## src/rtl/coin_change_seq.sv

```systemverilog
// ---------------------------------------------------------------------------
// coin_change_seq
//
// Sequences a coin ejector to pay out a change amount greedily with quarters,
// dimes and nickels. Each coin is one ej_* request. The request is held until
// the ejector acknowledges it, and a fixed idle gap follows every coin.
//
// Ejector handshake:
//   The design raises exactly one of ej_quarter / ej_dime / ej_nickel and
//   holds it. The ejector answers with ej_ack=1 for one or more cycles. The
//   first cycle in which ej_ack is sampled high while a request is held
//   completes the coin, and the request drops on that same edge. ej_ack is
//   ignored whenever no request is held.
//
// Parameters:
//   GAP_CYCLES   idle cycles between consecutive coin requests (1..15)
//   ACK_TIMEOUT  cycles to wait for ej_ack before giving up (2..65535);
//                used only when COIN_TIMEOUT_EN is defined
//
// Build option:
//   COIN_TIMEOUT_EN  when defined, a request that is not acknowledged within
//                    ACK_TIMEOUT cycles is abandoned. err is set, the unpaid
//                    amount stays in rem_cents, and the request completes.
//                    When undefined, the sequencer waits forever for ej_ack.
//
// Ports:
//   clk           system clock, rising edge
//   reset         synchronous active-high reset
//   start         request to pay change_cents (sampled only when idle)
//   change_cents  amount in cents (0..100, multiple of 5 to be payable)
//   ej_ack        ejector acknowledge, one coin has left
//   ej_quarter    eject request for a 25c coin (registered)
//   ej_dime       eject request for a 10c coin (registered)
//   ej_nickel     eject request for a 5c coin (registered)
//   busy          high while a request is in progress
//   done          one-cycle pulse when a request completes
//   err           sticky error flag, cleared by reset or the next start
//   rem_cents     change still owed
//   coins_out     coins ejected for the current request (saturates at 15)
//   dbg_state     current FSM state encoding, for observation only
// ---------------------------------------------------------------------------
module coin_change_seq #(
    parameter int GAP_CYCLES  = 4,
    parameter int ACK_TIMEOUT = 1000
) (
    input  logic       clk,
    input  logic       reset,
    input  logic       start,
    input  logic [6:0] change_cents,
    input  logic       ej_ack,
    output logic       ej_quarter,
    output logic       ej_dime,
    output logic       ej_nickel,
    output logic       busy,
    output logic       done,
    output logic       err,
    output logic [6:0] rem_cents,
    output logic [3:0] coins_out,
    output logic [2:0] dbg_state
);

    typedef enum logic [2:0] {
        S_IDLE   = 3'd0,
        S_SELECT = 3'd1,
        S_EJECT  = 3'd2,
        S_GAP    = 3'd3,
        S_DONE   = 3'd4
    } state_t;

    localparam logic [3:0] GAP_LAST = 4'(GAP_CYCLES - 1);

    state_t     state, state_nx;
    logic [6:0] rem_q, rem_nx;
    logic [3:0] coins_q, coins_nx;
    logic       err_q, err_nx;
    logic [2:0] ej_q, ej_nx;       // {quarter, dime, nickel}
    logic [3:0] gap_q, gap_nx;
    logic [6:0] coin_val;
    logic [2:0] pick;

`ifdef COIN_TIMEOUT_EN
    localparam logic [15:0] TMO_LAST = 16'(ACK_TIMEOUT - 1);
    logic [15:0] tmo_q, tmo_nx;
`endif

    // Greedy choice for the amount still owed, one-hot {quarter, dime, nickel}.
    function automatic logic [2:0] pick_coin(input logic [6:0] rem);
        if (rem >= 7'd25)      pick_coin = 3'b100;
        else if (rem >= 7'd10) pick_coin = 3'b010;
        else                   pick_coin = 3'b001;
    endfunction

    function automatic logic payable(input logic [6:0] amt);
        payable = ((amt % 7'd5) == 7'd0) && (amt <= 7'd100);
    endfunction

    assign pick = pick_coin(rem_q);

    // Value of the coin currently being requested.
    always_comb begin
        coin_val = 7'd0;
        if (ej_q[2])      coin_val = 7'd25;
        else if (ej_q[1]) coin_val = 7'd10;
        else if (ej_q[0]) coin_val = 7'd5;
    end

    // Next-state and datapath logic.
    always_comb begin
        state_nx = state;
        rem_nx   = rem_q;
        coins_nx = coins_q;
        err_nx   = err_q;
        ej_nx    = ej_q;
        gap_nx   = gap_q;
`ifdef COIN_TIMEOUT_EN
        tmo_nx   = tmo_q;
`endif
        case (state)
            S_IDLE: begin
                if (start) begin
                    coins_nx = 4'd0;
                    // An unpayable amount still passes through SELECT with
                    // nothing owed, so it completes with the same latency
                    // as a zero amount and never ejects.
                    if (payable(change_cents)) begin
                        rem_nx = change_cents;
                        err_nx = 1'b0;
                    end else begin
                        rem_nx = 7'd0;
                        err_nx = 1'b1;
                    end
                    state_nx = S_SELECT;
                end
            end

            S_SELECT: begin
                if (rem_q == 7'd0) begin
                    state_nx = S_DONE;
                end else begin
                    ej_nx    = pick;
                    state_nx = S_EJECT;
`ifdef COIN_TIMEOUT_EN
                    tmo_nx   = 16'd0;
`endif
                end
            end

            S_EJECT: begin
                if (ej_ack) begin
                    ej_nx    = 3'b000;
                    rem_nx   = (rem_q >= coin_val) ? (rem_q - coin_val) : 7'd0;
                    coins_nx = (coins_q == 4'd15) ? 4'd15 : (coins_q + 4'd1);
                    gap_nx   = 4'd0;
                    state_nx = S_GAP;
                end
`ifdef COIN_TIMEOUT_EN
                else if (tmo_q == TMO_LAST) begin
                    ej_nx    = 3'b000;
                    err_nx   = 1'b1;
                    state_nx = S_DONE;
                end else begin
                    tmo_nx = tmo_q + 16'd1;
                end
`endif
            end

            S_GAP: begin
                // The next coin is chosen on the last gap cycle so that the
                // ejector sees exactly GAP_CYCLES idle cycles between
                // requests; a separate SELECT cycle would add one more.
                if (gap_q == GAP_LAST) begin
                    if (rem_q == 7'd0) begin
                        state_nx = S_DONE;
                    end else begin
                        ej_nx    = pick;
                        state_nx = S_EJECT;
`ifdef COIN_TIMEOUT_EN
                        tmo_nx   = 16'd0;
`endif
                    end
                end else begin
                    gap_nx = gap_q + 4'd1;
                end
            end

            S_DONE: begin
                state_nx = S_IDLE;
            end

            default: begin
                state_nx = S_IDLE;
                ej_nx    = 3'b000;
            end
        endcase
    end

    always_ff @(posedge clk) begin
        if (reset) begin
            state   <= S_IDLE;
            rem_q   <= 7'd0;
            coins_q <= 4'd0;
            err_q   <= 1'b0;
            ej_q    <= 3'b000;
            gap_q   <= 4'd0;
`ifdef COIN_TIMEOUT_EN
            tmo_q   <= 16'd0;
`endif
        end else begin
            state   <= state_nx;
            rem_q   <= rem_nx;
            coins_q <= coins_nx;
            err_q   <= err_nx;
            ej_q    <= ej_nx;
            gap_q   <= gap_nx;
`ifdef COIN_TIMEOUT_EN
            tmo_q   <= tmo_nx;
`endif
        end
    end

    assign ej_quarter = ej_q[2];
    assign ej_dime    = ej_q[1];
    assign ej_nickel  = ej_q[0];
    assign busy       = (state != S_IDLE);
    assign done       = (state == S_DONE);
    assign err        = err_q;
    assign rem_cents  = rem_q;
    assign coins_out  = coins_q;
    assign dbg_state  = state;

endmodule

```

## config.mk

```make
export PLATFORM = sky130hd
export DESIGN_NAME = coin_change_seq
export DESIGN_NICKNAME = d
export VERILOG_FILES = /design/src/rtl/coin_change_seq.sv
export SDC_FILE = /design/constraint.sdc
export NUM_CORES = 1
export LEC_CHECK = 0
export ABC_AREA = 1
export BUFFER_PORTS_ARGS = -buffer_cell sky130_fd_sc_hd__buf_2
export CORE_ASPECT_RATIO = 1.4
export CORE_UTILIZATION = 44
export DETAILED_ROUTE_END_ITERATION = 10
export GPL_ROUTABILITY_DRIVEN = 0
export PLACE_DENSITY = 0.66
export SLEW_MARGIN = 25
export SYNTH_ARGS = -nofsm -noshare
export SYNTH_HDL_FRONTEND = slang
export SYNTH_SLANG_ARGS = --single-unit
```

## constraint.sdc

```tcl
create_clock -name clk -period 4.7 [get_ports clk]
set_input_delay 0.47 -clock clk [delete_from_list [all_inputs] [get_ports clk]]
set_output_delay 0.47 -clock clk [all_outputs]
set_load 0.02 [all_outputs]
```

==> results of run 1 <==
==> metal layers <==
layer	wire [um]	up-vias
met5	0	-
met4	85	0
met3	116	8
met2	1900	28
met1	1650	773
li1	-	939
==> path summary, 6_finish.rpt <==
check / start / slack, ns / cells after the start / endpoint
hold reg to reg: ej_q[2]$_SDFFE_PP0P_ / 0.49 / 2 / ej_q[2]$_SDFFE_PP0P_
setup / recovery: ej_q[0]$_SDFFE_PP0P_ / 2.76 / 14 / rem_cents[4]$_SDFFE_PP0P_
setup reg to reg: ej_q[0]$_SDFFE_PP0P_ / 2.76 / 14 / rem_cents[4]$_SDFFE_PP0P_
hold / removal: reset / 0.47 / 2 / ej_q[2]$_SDFFE_PP0P_
==> stage by stage <==
step / hold WS (ns) / power [W]
floorplan: 0.484 / 0.000526
global placement: 0.477 / 0.000608
detailed placement: 0.479 / 0.000609
CTS: 0.481 / 0.000750
global route: 0.488 / 0.000815
finish: 0.472 / 0.000744
==> cells by family (layout without fill, tap and decap cells) <==
| group | count (synthesis) | after routing | synth area share (%) |
|---|---|---|---|
| XOR/XNOR | 3 | 3 | 1.58 |
| AO/OA/AOI/OAI | 35 | 35 | 10.8 |
| flip-flops | 22 | 22 | 26.5 |
| AND/OR/NAND/NOR | 158 | 158 | 41.6 |
| adder cells (fa/ha/maj) | 8 | 8 | 6.48 |
| buffers and inverters | 55 | 86 | 13.1 |
==> critical path, stage by stage, from the launching register on <==
cell and delay (ns):
dfxtp_1 0.37, inv_1 0.04, o21ai_0 0.15, ha_1 0.19, inv_1 0.06, fa_1 0.40
inv_1 0.07, nor2_1 0.05, nor2_1 0.10, xor2_1 0.15, inv_1 0.05, nand2_1 0.06
nand3_1 0.07, nand2_1 0.06, inv_1 0.03
==> cell type report <==
cell class | count | share of cell area, %
Timing Repair Buffer | 30 | 7.91
Inverter | 52 | 10.4
Multi-Input combinational cell | 204 | 52.8
Clock buffer | 4 | 2.90
Tap cell | 42 | 2.77
Sequential cell | 22 | 23.2
==> layout by cell type, fill, tap and decap left out, drive strengths merged <==
cell type,Yosys,final
xor2,3,3
nor3,5,5
nand3,19,19
buf,1,30
nor4,1,1
o21ai,19,19
inv,52,52
nor2,38,38
dfxtp,22,22
clkbuf,2,4
nand2,90,90
ha,7,7
nand4,4,4
fa,1,1
a21oi,16,16
or2,1,1
==> state kept, by name (all words and copies together), names as in the netlist <==
name       flops
coins_out      4
dbg_state      3
ej_q           3
err            1
gap_q          4
rem_cents      7
==> power breakdown <==
| group | total, W | internal (W) | switching, W | leakage, nW |
|---|---|---|---|---|
| clock | 0.000141 | 0.0000748 | 0.0000659 | 0.0288 |
| combinational | 0.000367 | 0.000129 | 0.000238 | 0.846 |
| sequential | 0.000236 | 0.000209 | 0.0000270 | 0.179 |
==> synth_stat cells, types with 2 or more instances <==
cell	instances	area (um2)
ha_1	7	87.6
o21ai_1	2	10.0
nor3_1	3	15.0
nor3_2	2	20.0
nand2_1	85	319
a21oi_1	16	80.1
o21ai_0	16	80.1
dfxtp_1	22	440
xor2_1	3	26.3
inv_1	49	184
nor2_1	36	135
inv_2	2	7.51
nand4_1	4	25.0
nand2_2	2	12.5
nand3_1	18	90.1
nand2_4	3	33.8
==> impl_metrics.toml, run 1 <==
[global_route]
grtUsageTotal_pct = 20.0
grt_use_met1_pct = 22.5
met2_usage_pct = 36.4
grt_pass1_vias = 1486
grt_pass1_wl_um = 6020
grt_max_degree = 16
antenna_found_initial = 0
overflow = 0
busiest_layer = "met2"
grt_util_met3_pct = 3.23

[yosys]
async_reset_ff_share_pct = 0
synth_area_mm2 = 0.00166
ys_types = 27
yosys_warnings = 0
syn_area_per_cell_um2 = 5.91
syn_nets = 300
synth_edf_count = 0
synth_ff_type = "dfxtp_1"
synthCells = 281
ys_seq_elements = 22
ys_seq_area_share_pct = 26.5

[job]
cap_viol_max_count = 0

[floorplan]
start_util_pct = 45.6
ios = 31
die_w_um = 53.9
coreArea_mm2 = 0.00364
num_rows = 26
die_area_mm2 = 0.00403
die_h_um = 74.7

[timing]
fin_crit_ns = 1.94
drv_slew = 0
fin_crit_sh_pct = 41.4
finalHoldViolations = 0
relSlewSlack_pct = 73.8
setup_ws_ns = 2.76
fin_skew_ns = 0.00357
finalSetupViolCount = 0
clock.fmax_mhz = 514
worst_pin_slew_ns = 0.393
rsz0062_at_grt = "false"
setup_tns_ns = 0

[clocking]
cts_tree = "yes"
clkTransAtPathRegs_ns = 0.08
clock-sinks = 22
cts_max_path_buffers = 2
numCtsBuffers = 3
clkLatencyLatePin_ns = 0.27
h-tree-depth = 1
postCtsSetupRepairBufs = 0
cts_hold_buffers = 0
cts-root-buf = "clkbuf_8"
cts.repair.resized = 0

[route]
wirelength_um = 3750
routed-via-count = 1748
drt_first_pass_iters = 4
routedWlPerCell_um = 10.6
viasPerCell = 4.94
ant_nets = 0
drcViolationCount = 0
drt_iter0_drc = 22

[final_layout]
antennaDiodeCount = 0
multi_input_area_mm2 = 0.00100
areaGrowthSynthToFinish_pct = 14.3
fillers = 388
layout.nets = 332
seq_area_um2 = 440
stdcell_count = 354
drive_above_1_share_pct = 15.7
fin_area_mm2 = 0.00190
fin_util_pct = 52.1

[placed_design]
portBuffers = 30
place_area_mm2 = 0.00184
pre_cts_ws_ns = 2.75
place_inst = 350
dpl.hpwl_um = 3020

[worst_setup_path]
critical_path_class = "register to register"
crit_fanout = 4
critPathArrivalTime_ns = 2.12
end_kind = "register"
cp.required_ns = 4.87
cp-start-kind = "register"

[status]
outcome = "finished clean"

[power]
power_density_mw_per_mm2 = 392
total_leakage_power_nw = 1.05
peakVddDrop_v = 0.000274

[min_path]
min_path_type = "input pin to register"
Note: power is estimated with default switching activity, not from simulation.
==> run 2: changes to the inputs <==
PLACE_DENSITY = 0.68   (was 0.66)
clock period = 1.6 ns   (was 4.7 ns; I/O delays follow)
==> run 2 against run 1 <==
  * Core utilization grew 5.5 points
  * Critical endpoint is now rem_cents[2]$_SDFFE_PP0P_
  * The flow now finishes with violations (setup timing)
  * Cell count rose by 5.4%
  * Maximum frequency rose by 7.6%
  * Critical path type unchanged
  * Routed wire length grew 7.7%
  * Non-clock buffer count grew 19
  * Critical path depth fell by 3
  * Sequential cell count stayed put
==> impl_metrics.toml, run 2 (synthesis gave the netlist of run 1 again) <==
[status]
outcome = "finished, violations left"
violations = "setup timing"

[worst_setup_path]
crit_fanout = 5
end_kind = "register"
crit_slowest_cell = "dfxtp_2"
critical_path_class = "register to register"
cp-start-kind = "register"
path_cells = "o21ai_2, ha_2, inv_2, fa_2, buf_4, buf_4, xor2_1, nand2_1, nand3_1, nand2_1, inv_1"
reg2reg_from = "ej_q[1]$_SDFFE_PP0P_"
critPathLaunch = "ej_q[1]$_SDFFE_PP0P_"
cp.required_ns = 1.77
critPathMaxStageDelay_ns = 0.36
critPathArrivalTime_ns = 1.98
path_buf_inv = 4
path_delay_family = "adder cells"

[global_route]
antenna_found_initial = 0
overflow = 0
grt_pass1_wl_um = 6470
grtUsageTotal_pct = 21.6
grt_max_degree = 16
grt_pass1_vias = 1609

[timing]
clock.fmax_mhz = 553
fin_crit_sh_pct = 113
fin_crit_ns = 1.81
rsz0062_at_grt = "true"
finalSetupViolCount = 7
fin_skew_ns = 0.00242
worst_pin_slew_ns = 0.378
setup_ws_ns = -0.207
relSlewSlack_pct = 74.7
setup_tns_ns = -1.05
drv_slew = 0
finalHoldViolations = 0

[final_layout]
areaGrowthSynthToFinish_pct = 26.4
final_cell_mix = "nand2_1 (84), inv_1 (45), nor2_1 (33), buf_2 (30), buf_4 (19)"
stdcell_count = 373
layout_commonest_cell = "nand2_1"
drive_above_1_share_pct = 26.0
antennaDiodeCount = 0
layout.nets = 351
largest_reg_flops = 7

[power]
peakVddDrop_v = 0.000788
total_leakage_power_nw = 1.15
power_density_mw_per_mm2 = 1180
finalPower_w = 0.00247

[clocking]
h-tree-depth = 1
clkLatencyLatePin_ns = 0.27
clock-sinks = 22
cts-root-buf = "clkbuf_8"
clkTransAtPathRegs_ns = 0.08
numCtsBuffers = 3
cts_max_path_buffers = 2
cts_tree = "yes"

[placed_design]
dpl.hpwl_um = 3220
portBuffers = 30
place_inst = 368

[route]
routedWlPerCell_um = 10.8
ant_nets = 0
drcViolationCount = 0
drt_iter0_drc = 11
drt_first_pass_iters = 4
viasPerCell = 4.89
wirelength_um = 4040
routed-via-count = 1823

[floorplan]
ios = 31
die_w_um = 53.9
die_h_um = 74.7
num_rows = 26
coreArea_mm2 = 0.00364
start_util_pct = 45.6
die_area_mm2 = 0.00403

[min_path]
hp-start = "reset"
min_path_type = "input pin to register"

[job]
cap_viol_max_count = 0
==> run 2: changes by cell type in the layout (fill, tap and decap cells not counted), moves of 2 or more <==
cell	delta
buf_4	+19
dfxtp_1	-4
inv_1	-4
inv_2	+4
nor2_1	-3
nor2_2	+3
dfxtp_2	+2
dfxtp_4	+2
ha_1	-2
nand3_1	-2
nand3_2	+2
o21ai_0	-2
==> run 2: what timing repair did <==
item / CTS / global route
hold endpoints to repair: 0 / 0
pin swaps: 5 / 8
buffers inserted: 0 / 1
hold buffers: 0 / 0
resized for setup: 6 / 7
setup endpoints to repair: 7 / 10
==> run 2: area by class of cell <==
class	instances	area (um2)
clock buffers	4	55.1
fillers	394	1540
inverters	52	198
multi-input cells	204	1050
flip-flops and latches	22	450
well taps	42	52.6
repair buffers	49	293
==> run 2: routing by layer <==
metal  part of all wire, %  wire length (um)  vias up  GRT usage, %
met5                     0                 0        -             0
met4                   3.4               137        0          9.65
met3                   2.2                87       13          2.42
met2                    51              2080       32          39.8
met1                    43              1740      799          23.8
li1                      -                 -      979             -
==> run 2: worst paths after layout <==
kind                               end  slack [ns]  cells past startpoint
max          rem_cents[2]$_SDFFE_PP0P_       -0.21                     11
max reg2reg  rem_cents[2]$_SDFFE_PP0P_       -0.21                     11
min               ej_q[2]$_SDFFE_PP0P_        0.16                      2
min reg2reg       ej_q[0]$_SDFFE_PP0P_        0.49                      2
==> run 2: through the flow <==
| stage | cell area, um2 | hold WS [ns] | setup slack [ns] | utilization [%] |
|---|---|---|---|---|
| after global routing | 2100 | 0.169 | -0.374 | 57.6 |
| after floorplan | 1690 | 0.374 | -0.166 | - |
| after global placement | 2010 | 0.444 | -0.188 | 55.1 |
| after detailed placement | 2010 | 0.446 | -0.224 | 55.1 |
| after CTS | 2070 | 0.160 | -0.208 | 56.8 |
| final | 2100 | 0.156 | -0.207 | 57.6 |
==> run 2: worst register-to-register path, delay by kind of cell (launching register included) <==
kind                     cells  cell delay (ns)
adder cells (fa/ha/maj)      2             0.53
flip-flops                   1             0.36
buffers and inverters        4             0.33
AND/OR/NAND/NOR              3             0.20
XOR/XNOR                     1             0.15
AO/OA/AOI/OAI                1             0.13
==> run 2: report_power, final <==
group	internal [W]	total (W)	switching [W]	leakage, nW
sequential	0.000617	0.000687	0.0000709	0.182
clock	0.000220	0.000413	0.000193	0.0288
combinational	0.000567	0.00137	0.000802	0.943
total	0.00140	0.00247	0.00107	1.15
